==> src/rtl/alu_rs_scheduler_pkg.sv <==
// Shared types for the ALU reservation station: widths, opcode enum, entry record.
package alu_rs_scheduler_pkg;

    localparam int RS_SIZE = 8;
    localparam int OPT_W   = 6;
    localparam int DATA_W  = 32;
    localparam int ROB_W   = 4;

    typedef logic [DATA_W-1:0] data_t;
    typedef logic [ROB_W-1:0]  rob_t;

    typedef enum logic [OPT_W-1:0] {
        OPT_NONE, OPT_LUI, OPT_AUIPC, OPT_JAL, OPT_JALR,
        OPT_BEQ, OPT_BNE, OPT_BLT, OPT_BGE, OPT_BLTU, OPT_BGEU,
        OPT_ADDI, OPT_SLTI, OPT_SLTIU, OPT_XORI, OPT_ORI, OPT_ANDI,
        OPT_SLLI, OPT_SRLI, OPT_SRAI,
        OPT_ADD, OPT_SUB, OPT_SLL, OPT_SLT, OPT_SLTU, OPT_XOR,
        OPT_SRL, OPT_SRA, OPT_OR, OPT_AND
    } opt_e;

    // One station slot; busy is kept outside so it can carry the reset.
    typedef struct packed {
        opt_e  opt;
        data_t vj;
        data_t vk;
        rob_t  qj;
        rob_t  qk;
        logic  rj;
        logic  rk;
        data_t imm;
        data_t pc;
        rob_t  rob;
    } rs_entry_t;

    // True when a valid broadcast carries the tag an operand is waiting on.
    function automatic logic cdb_hit(logic v, rob_t tag, rob_t q);
        return v && (tag == q);
    endfunction

endpackage

==> src/rtl/alu_rs_scheduler_if.sv <==
// Dispatch, CDB snoop and issue bundle between the dispatcher, the RS and the ALU.
interface alu_rs_scheduler_if;
    import alu_rs_scheduler_pkg::*;

    logic  disp_valid;
    opt_e  disp_opt;
    data_t disp_vj;
    data_t disp_vk;
    rob_t  disp_qj;
    rob_t  disp_qk;
    logic  disp_qj_ready;
    logic  disp_qk_ready;
    data_t disp_imm;
    data_t disp_pc;
    rob_t  disp_rob;
    logic  rs_full;

    logic  cdb0_valid;
    rob_t  cdb0_rob;
    data_t cdb0_val;
    logic  cdb1_valid;
    rob_t  cdb1_rob;
    data_t cdb1_val;

    logic  issue_valid;
    opt_e  issue_opt;
    data_t issue_rs1;
    data_t issue_rs2;
    data_t issue_imm;
    data_t issue_pc;
    rob_t  issue_rob;

    modport master (
        output disp_valid, disp_opt, disp_vj, disp_vk, disp_qj, disp_qk,
               disp_qj_ready, disp_qk_ready, disp_imm, disp_pc, disp_rob,
               cdb0_valid, cdb0_rob, cdb0_val, cdb1_valid, cdb1_rob, cdb1_val,
        input  rs_full, issue_valid, issue_opt, issue_rs1, issue_rs2,
               issue_imm, issue_pc, issue_rob
    );

    modport slave (
        input  disp_valid, disp_opt, disp_vj, disp_vk, disp_qj, disp_qk,
               disp_qj_ready, disp_qk_ready, disp_imm, disp_pc, disp_rob,
               cdb0_valid, cdb0_rob, cdb0_val, cdb1_valid, cdb1_rob, cdb1_val,
        output rs_full, issue_valid, issue_opt, issue_rs1, issue_rs2,
               issue_imm, issue_pc, issue_rob
    );

endinterface

==> src/rtl/alu_rs_scheduler_select.sv <==
// Lowest-set-bit priority encoder: index of the first 1 in i_vec plus a found flag.
module rs_select_lsb #(
    parameter int N  = 8,
    parameter int IW = $clog2(N)
) (
    input  logic [N-1:0]  i_vec,
    output logic [IW-1:0] o_idx,
    output logic          o_found
);

    // Scan from the top down so the lowest set bit is the last to win.
    always_comb begin
        o_idx   = '0;
        o_found = 1'b0;
        for (int i = N - 1; i >= 0; i--) begin
            if (i_vec[i]) begin
                o_idx   = IW'(i);
                o_found = 1'b1;
            end
        end
    end

endmodule

==> src/rtl/alu_rs_scheduler.sv <==
// ALU reservation station: buffers dispatched ops, snoops two CDB ports,
// issues the lowest-index ready entry per cycle through a registered stage.
module alu_rs_scheduler #(
    parameter int RS_SIZE = alu_rs_scheduler_pkg::RS_SIZE
) (
    input  logic                clk_in,
    input  logic                rst_in,
    input  logic                rdy_in,
    input  logic                clear_in,
    alu_rs_scheduler_if.slave   bus
);
    import alu_rs_scheduler_pkg::*;

    localparam int IDX_W = $clog2(RS_SIZE);
    localparam int OCC_W = IDX_W + 1;

    logic [RS_SIZE-1:0] r_busy;
    rs_entry_t          r_ent [RS_SIZE];
    logic [OCC_W-1:0]   r_occ;

    logic               r_iss_valid;
    opt_e               r_iss_opt;
    data_t              r_iss_rs1;
    data_t              r_iss_rs2;
    data_t              r_iss_imm;
    data_t              r_iss_pc;
    rob_t               r_iss_rob;

    logic [RS_SIZE-1:0] w_ready;
    logic [RS_SIZE-1:0] w_free_vec;
    logic [IDX_W-1:0]   w_iss_idx;
    logic [IDX_W-1:0]   w_free_idx;
    logic               w_iss_found;
    logic               w_free_found;
    logic               w_full;
    logic               w_disp_go;
    rs_entry_t          w_new;

    // Ready and free vectors come from pre-edge state only, so a slot freed
    // by issue this edge is still seen as busy and cannot be refilled yet.
    always_comb begin
        w_ready = '0;
        for (int i = 0; i < RS_SIZE; i++)
            w_ready[i] = r_busy[i] & r_ent[i].rj & r_ent[i].rk;
    end

    assign w_free_vec = ~r_busy;
    assign w_full     = (r_occ == OCC_W'(RS_SIZE));
    assign w_disp_go  = bus.disp_valid & ~w_full & w_free_found;

    rs_select_lsb #(.N(RS_SIZE), .IW(IDX_W)) u_sel_issue (
        .i_vec   (w_ready),
        .o_idx   (w_iss_idx),
        .o_found (w_iss_found)
    );

    rs_select_lsb #(.N(RS_SIZE), .IW(IDX_W)) u_sel_free (
        .i_vec   (w_free_vec),
        .o_idx   (w_free_idx),
        .o_found (w_free_found)
    );

    // Build the incoming entry, forwarding a same-cycle CDB result (cdb0 first).
    always_comb begin
        w_new.opt = bus.disp_opt;
        w_new.vj  = bus.disp_vj;
        w_new.vk  = bus.disp_vk;
        w_new.qj  = bus.disp_qj;
        w_new.qk  = bus.disp_qk;
        w_new.rj  = bus.disp_qj_ready;
        w_new.rk  = bus.disp_qk_ready;
        w_new.imm = bus.disp_imm;
        w_new.pc  = bus.disp_pc;
        w_new.rob = bus.disp_rob;
        if (!bus.disp_qj_ready) begin
            if (cdb_hit(bus.cdb0_valid, bus.cdb0_rob, bus.disp_qj)) begin
                w_new.vj = bus.cdb0_val;
                w_new.rj = 1'b1;
            end else if (cdb_hit(bus.cdb1_valid, bus.cdb1_rob, bus.disp_qj)) begin
                w_new.vj = bus.cdb1_val;
                w_new.rj = 1'b1;
            end
        end
        if (!bus.disp_qk_ready) begin
            if (cdb_hit(bus.cdb0_valid, bus.cdb0_rob, bus.disp_qk)) begin
                w_new.vk = bus.cdb0_val;
                w_new.rk = 1'b1;
            end else if (cdb_hit(bus.cdb1_valid, bus.cdb1_rob, bus.disp_qk)) begin
                w_new.vk = bus.cdb1_val;
                w_new.rk = 1'b1;
            end
        end
    end

    // Control state: busy bits, occupancy and the issue register.
    always_ff @(posedge clk_in or posedge rst_in) begin
        if (rst_in) begin
            r_busy      <= '0;
            r_occ       <= '0;
            r_iss_valid <= 1'b0;
            r_iss_opt   <= OPT_NONE;
            r_iss_rs1   <= '0;
            r_iss_rs2   <= '0;
            r_iss_imm   <= '0;
            r_iss_pc    <= '0;
            r_iss_rob   <= '0;
        end else if (rdy_in) begin
            if (clear_in) begin
                r_busy      <= '0;
                r_occ       <= '0;
                r_iss_valid <= 1'b0;
            end else begin
                r_iss_valid <= w_iss_found;
                if (w_iss_found) begin
                    r_iss_opt           <= r_ent[w_iss_idx].opt;
                    r_iss_rs1           <= r_ent[w_iss_idx].vj;
                    r_iss_rs2           <= r_ent[w_iss_idx].vk;
                    r_iss_imm           <= r_ent[w_iss_idx].imm;
                    r_iss_pc            <= r_ent[w_iss_idx].pc;
                    r_iss_rob           <= r_ent[w_iss_idx].rob;
                    r_busy[w_iss_idx]   <= 1'b0;
                end
                if (w_disp_go)
                    r_busy[w_free_idx] <= 1'b1;
                r_occ <= r_occ - OCC_W'(w_iss_found) + OCC_W'(w_disp_go);
            end
        end
    end

    // Entry payload: snoop waiting operands, then write the dispatched slot.
    // Payload is only meaningful while busy, so it carries no reset.
    always_ff @(posedge clk_in) begin
        if (rdy_in && !clear_in) begin
            for (int i = 0; i < RS_SIZE; i++) begin
                if (r_busy[i]) begin
                    if (!r_ent[i].rj) begin
                        if (cdb_hit(bus.cdb0_valid, bus.cdb0_rob, r_ent[i].qj)) begin
                            r_ent[i].vj <= bus.cdb0_val;
                            r_ent[i].rj <= 1'b1;
                        end else if (cdb_hit(bus.cdb1_valid, bus.cdb1_rob, r_ent[i].qj)) begin
                            r_ent[i].vj <= bus.cdb1_val;
                            r_ent[i].rj <= 1'b1;
                        end
                    end
                    if (!r_ent[i].rk) begin
                        if (cdb_hit(bus.cdb0_valid, bus.cdb0_rob, r_ent[i].qk)) begin
                            r_ent[i].vk <= bus.cdb0_val;
                            r_ent[i].rk <= 1'b1;
                        end else if (cdb_hit(bus.cdb1_valid, bus.cdb1_rob, r_ent[i].qk)) begin
                            r_ent[i].vk <= bus.cdb1_val;
                            r_ent[i].rk <= 1'b1;
                        end
                    end
                end
            end
            if (w_disp_go)
                r_ent[w_free_idx] <= w_new;
        end
    end

    assign bus.rs_full     = w_full;
    assign bus.issue_valid = r_iss_valid;
    assign bus.issue_opt   = r_iss_opt;
    assign bus.issue_rs1   = r_iss_rs1;
    assign bus.issue_rs2   = r_iss_rs2;
    assign bus.issue_imm   = r_iss_imm;
    assign bus.issue_pc    = r_iss_pc;
    assign bus.issue_rob   = r_iss_rob;

endmodule

==> src/flat_wrapper.sv <==
// flat-port wrapper written by rule: the top's interface ports become plain ports
module alu_rs_scheduler_flat import alu_rs_scheduler_pkg::*;
#(
    parameter int RS_SIZE = alu_rs_scheduler_pkg::RS_SIZE
)
  (clk_in, rst_in, rdy_in, clear_in, bus_disp_valid, bus_disp_opt, bus_disp_vj, bus_disp_vk, bus_disp_qj, bus_disp_qk, bus_disp_qj_ready, bus_disp_qk_ready, bus_disp_imm, bus_disp_pc, bus_disp_rob, bus_cdb0_valid, bus_cdb0_rob, bus_cdb0_val, bus_cdb1_valid, bus_cdb1_rob, bus_cdb1_val, bus_rs_full, bus_issue_valid, bus_issue_opt, bus_issue_rs1, bus_issue_rs2, bus_issue_imm, bus_issue_pc, bus_issue_rob);
  alu_rs_scheduler_if bus_i ();
  input  logic clk_in;
  input  logic rst_in;
  input  logic rdy_in;
  input  logic clear_in;
  input wire logic [$bits(bus_i.disp_valid)-1:0] bus_disp_valid;
  input wire logic [$bits(bus_i.disp_opt)-1:0] bus_disp_opt;
  input wire logic [$bits(bus_i.disp_vj)-1:0] bus_disp_vj;
  input wire logic [$bits(bus_i.disp_vk)-1:0] bus_disp_vk;
  input wire logic [$bits(bus_i.disp_qj)-1:0] bus_disp_qj;
  input wire logic [$bits(bus_i.disp_qk)-1:0] bus_disp_qk;
  input wire logic [$bits(bus_i.disp_qj_ready)-1:0] bus_disp_qj_ready;
  input wire logic [$bits(bus_i.disp_qk_ready)-1:0] bus_disp_qk_ready;
  input wire logic [$bits(bus_i.disp_imm)-1:0] bus_disp_imm;
  input wire logic [$bits(bus_i.disp_pc)-1:0] bus_disp_pc;
  input wire logic [$bits(bus_i.disp_rob)-1:0] bus_disp_rob;
  input wire logic [$bits(bus_i.cdb0_valid)-1:0] bus_cdb0_valid;
  input wire logic [$bits(bus_i.cdb0_rob)-1:0] bus_cdb0_rob;
  input wire logic [$bits(bus_i.cdb0_val)-1:0] bus_cdb0_val;
  input wire logic [$bits(bus_i.cdb1_valid)-1:0] bus_cdb1_valid;
  input wire logic [$bits(bus_i.cdb1_rob)-1:0] bus_cdb1_rob;
  input wire logic [$bits(bus_i.cdb1_val)-1:0] bus_cdb1_val;
  output wire logic [$bits(bus_i.rs_full)-1:0] bus_rs_full;
  output wire logic [$bits(bus_i.issue_valid)-1:0] bus_issue_valid;
  output wire logic [$bits(bus_i.issue_opt)-1:0] bus_issue_opt;
  output wire logic [$bits(bus_i.issue_rs1)-1:0] bus_issue_rs1;
  output wire logic [$bits(bus_i.issue_rs2)-1:0] bus_issue_rs2;
  output wire logic [$bits(bus_i.issue_imm)-1:0] bus_issue_imm;
  output wire logic [$bits(bus_i.issue_pc)-1:0] bus_issue_pc;
  output wire logic [$bits(bus_i.issue_rob)-1:0] bus_issue_rob;
  assign bus_i.disp_valid = bus_disp_valid;
  assign bus_i.disp_opt = bus_disp_opt;
  assign bus_i.disp_vj = bus_disp_vj;
  assign bus_i.disp_vk = bus_disp_vk;
  assign bus_i.disp_qj = bus_disp_qj;
  assign bus_i.disp_qk = bus_disp_qk;
  assign bus_i.disp_qj_ready = bus_disp_qj_ready;
  assign bus_i.disp_qk_ready = bus_disp_qk_ready;
  assign bus_i.disp_imm = bus_disp_imm;
  assign bus_i.disp_pc = bus_disp_pc;
  assign bus_i.disp_rob = bus_disp_rob;
  assign bus_i.cdb0_valid = bus_cdb0_valid;
  assign bus_i.cdb0_rob = bus_cdb0_rob;
  assign bus_i.cdb0_val = bus_cdb0_val;
  assign bus_i.cdb1_valid = bus_cdb1_valid;
  assign bus_i.cdb1_rob = bus_cdb1_rob;
  assign bus_i.cdb1_val = bus_cdb1_val;
  assign bus_rs_full = bus_i.rs_full;
  assign bus_issue_valid = bus_i.issue_valid;
  assign bus_issue_opt = bus_i.issue_opt;
  assign bus_issue_rs1 = bus_i.issue_rs1;
  assign bus_issue_rs2 = bus_i.issue_rs2;
  assign bus_issue_imm = bus_i.issue_imm;
  assign bus_issue_pc = bus_i.issue_pc;
  assign bus_issue_rob = bus_i.issue_rob;
  alu_rs_scheduler #(.RS_SIZE(RS_SIZE)) u_core (.clk_in(clk_in), .rst_in(rst_in), .rdy_in(rdy_in), .clear_in(clear_in), .bus(bus_i));
endmodule
==> config.mk <==
export PLATFORM = sky130hd
export DESIGN_NAME = alu_rs_scheduler_flat
export DESIGN_NICKNAME = d
export VERILOG_FILES = /design/src/rtl/alu_rs_scheduler_pkg.sv /design/src/rtl/alu_rs_scheduler_if.sv /design/src/rtl/alu_rs_scheduler_select.sv /design/src/rtl/alu_rs_scheduler.sv /design/src/flat_wrapper.sv
export SDC_FILE = /design/constraint.sdc
export NUM_CORES = 2
export LEC_CHECK = 0
export ABC_AREA = 1
export CAP_MARGIN = 20
export CORE_UTILIZATION = 40
export CTS_CLUSTER_DIAMETER = 120
export DETAILED_ROUTE_END_ITERATION = 16
export GPL_ROUTABILITY_DRIVEN = 0
export SYNTH_ARGS = -nofsm -noshare
export SYNTH_HDL_FRONTEND = slang
export SYNTH_HIERARCHICAL = 1
export SYNTH_SLANG_ARGS = --single-unit
==> constraint.sdc <==
create_clock -name clk_in -period 6.7 [get_ports clk_in]
set_input_delay 1.005 -clock clk_in [delete_from_list [all_inputs] [get_ports clk_in]]
set_output_delay 1.005 -clock clk_in [all_outputs]
set_load 0.02 [all_outputs]
==> metrics <==
#FFs+latches synth 1335; wire length per cell 27.5 um; Final Cell Area 79300 sq um; crit share post-route 66.9%; final hold viol count 0; drt first-iter violations 9552; post-DP HPWL 158000 um; CP arrival 5.00 ns; Die Wd 415 um; unique cell type count in the Yosys netlist 41; htree depth 4; clk_skew 0.0567 ns; sequential area share after synthesis 57.4%; GR Util All Layers 32.0%; area leader, netlist edfxtp_1; Tmin final 4.48 ns; met3 routed WL 37200 um; synthesized cell area 68200 sq um; number of synthesized flops with an enable pin 1168; Syn Inst Count 7819; Synth Area in Adders 0.121%; top sig layer met5; Req. time, crit path 7.22 ns; clk sink count 1335; initial core utilization 40.3%; Fmax 223 MHz; met2 routed WL 121000 um; slowest stage delay, CP 1.09 ns; Yosys Warn Count 6; largest net degree at the start of global routing 166; critical path cell sequence clkdlybuf4s50_1 -> o21ai_0 -> a21oi_1 -> nand3_1 -> nand2_1 -> nand3_2 -> buf_4; status finished, final reports clean; post-synthesis net count 8052; Slew Limit Fails 0; CP Class primary input to register; DR vias 62600; predominant post-synthesis flop cell edfxtp_1; main combinational cell family by area after synthesis simple AND/OR/NAND/NOR gates; Post-Synth XOR/XNOR Area 0.629%; Slowest cell on crit path nand2_1; Detail Route Antenna Nets 0; WL final 284000 um; top post-synthesis cells by count 2894 x nand2_1, 1692 x nand3_1, 1168 x edfxtp_1; maximum VDD drop 0.000223 V; dpl cells 10000; cts hold-fix bufs 0; M1 WL 104000 um; Overflow after GRT 0; Buf/Inv on CP 2; crit path launch type primary input; Max Cap Viol 0; clk slew on worst S/H paths 0.06 ns; Core Footprint 169000 sq um; Post-Synth Simple-Gate Area 32.1%; IO Count 367; top post-synthesis cells by area edfxtp_1 51%, nand2_1 16%, nand3_1 12%; Die Span Y 415 um; Avg Inst Size Synth 8.73 sq um; number of global-route vias before repair 58600; # setup viols final 0; number of buffers created by CTS 154; post-synthesis mux area share 0%; slew margin rel. 13.5%; layout cells sized above 1 7.22%; count of cells resized by post-cts repair 0; initial antenna violation count 8; most frequent cell after synthesis nand2_1; fin cells 10300; Vias/cell 6.06; Min-Delay Path Class register to register; Layout Area Growth over Synthesis 16.3%; DRC Markers 0; clk_lat worst skew 0.82 ns; CTS max path bufs 3; Fin Hold WS 0.480 ns; TritonRoute pass-1 iters 7; Pwr Density 282 nW/um^2; Final nets 8201; RSZ-0062 raised after global routing no; post-synthesis compound-gate area fraction 4.46%; CTS root buf clkbuf_16; TNS Setup 0 ns; final setup margin 2.22 ns; CP endpoint kind register; leakage 30.6 nW; Synth top area share 51.4%; first-pass GRT wire length 405000 um; DP Worst Slack 1.70 ns; Crit Path Max Fanout 18; Port Buffers 366; Area after DPL 74200 sq um; Die ar. 172000 sq um; worst-margin pin slew 1.30 ns; setup bufs post-CTS 0; TritonCTS clock tree yes; share of flip-flops with an asynchronous set or reset 11.3%; Cell Rows 151; critical path's top delay family simple AND/OR/NAND/NOR gates
-- metal layers --
layer	vias to the layer above	track usage (%)
met5	-	0
met4	8	21.2
met3	1146	9.19
met2	4952	47.4
met1	29500	40.8
li1	27000	-
-- through the flow --
stage	total power, W	util [%]
CTS	0.0224	46.8
global route	0.0231	46.8
global placement	0.0139	43.8
floorplan	0.0119	-
finish	0.0224	46.8
detailed placement	0.0140	43.8
-- cells by family after synthesis --
logic type	Yosys count
flops	1335
fa+ha+maj	6
xor+xnor	49
compound gates	531
buf+inv	862
simple gates	5036
-- path summary, 6_finish.rpt --
| check | startpoint | to | slack (ns) | cells past startpoint |
|---|---|---|---|---|
| hold reg to reg | u_core/bus.issue_rs1[17] | u_core/bus.issue_rs1[17] | 0.48 | 2 |
| setup / recovery | bus_cdb0_valid | u_core/r_ent[3][126] | 2.22 | 7 |
| max in group asynchronous | rst_in | u_core/bus.issue_pc[31] | 4.57 | 3 |
| setup reg to reg | u_core/r_busy[5] | u_core/r_ent[0][85] | 2.64 | 13 |
| hold / removal | u_core/bus.issue_rs1[17] | u_core/bus.issue_rs1[17] | 0.48 | 2 |
| min in group asynchronous | rst_in | u_core/bus.issue_pc[17] | 0.76 | 2 |
-- layout make-up --
type                       count  area [sq um]
fill                       15800         90100
clock buffer                 219          4290
inverter                     293          1160
clock inverter                66           801
multi-input combinational   5622         25700
tap                         2218          2780
antenna                        6          15.0
sequential                  1335         39200
timing repair buffer         562          5440
-- power breakdown --
group / leakage [nW] / internal (W) / switching [W]
clock: 2.45 / 0.00489 / 0.00360
combinational: 15.6 / 0.00138 / 0.00242
sequential: 12.6 / 0.00961 / 0.000471
total: 30.6 / 0.0159 / 0.00649
-- worst min-delay path, delay by kind of cell (launching register included) --
| family | cells | cell delay, ns |
|---|---|---|
| AND/OR/NAND/NOR | 1 | 0.05 |
| flip-flops | 1 | 0.34 |
| AO/OA/AOI/OAI | 1 | 0.05 |
-- cells in the final DEF, fill, tap and decap left out, types with 127 or more instances in the layout --
| cell | count |
|---|---|
| inv_1 | 205 |
| clkdlybuf4s50_1 | 366 |
| nor2_1 | 172 |
| a211oi_1 | 138 |
| nand3_1 | 1674 |
| dfrtp_1 | 151 |
| edfxtp_1 | 1168 |
| clkbuf_16 | 155 |
| o21ai_0 | 331 |
| buf_4 | 172 |
| nand4_1 | 127 |
| nand2_1 | 2894 |
-- state kept, by name (all words and copies together), names as in the netlist --
register                flops
u_core/bus.issue_imm       32
u_core/bus.issue_opt        6
u_core/bus.issue_pc        32
u_core/bus.issue_rob        4
u_core/bus.issue_rs1       32
u_core/bus.issue_rs2       32
u_core/bus.issue_valid      1
u_core/r_busy               8
u_core/r_ent             1184
u_core/r_occ                4
(Power assumes the default switching activity.)
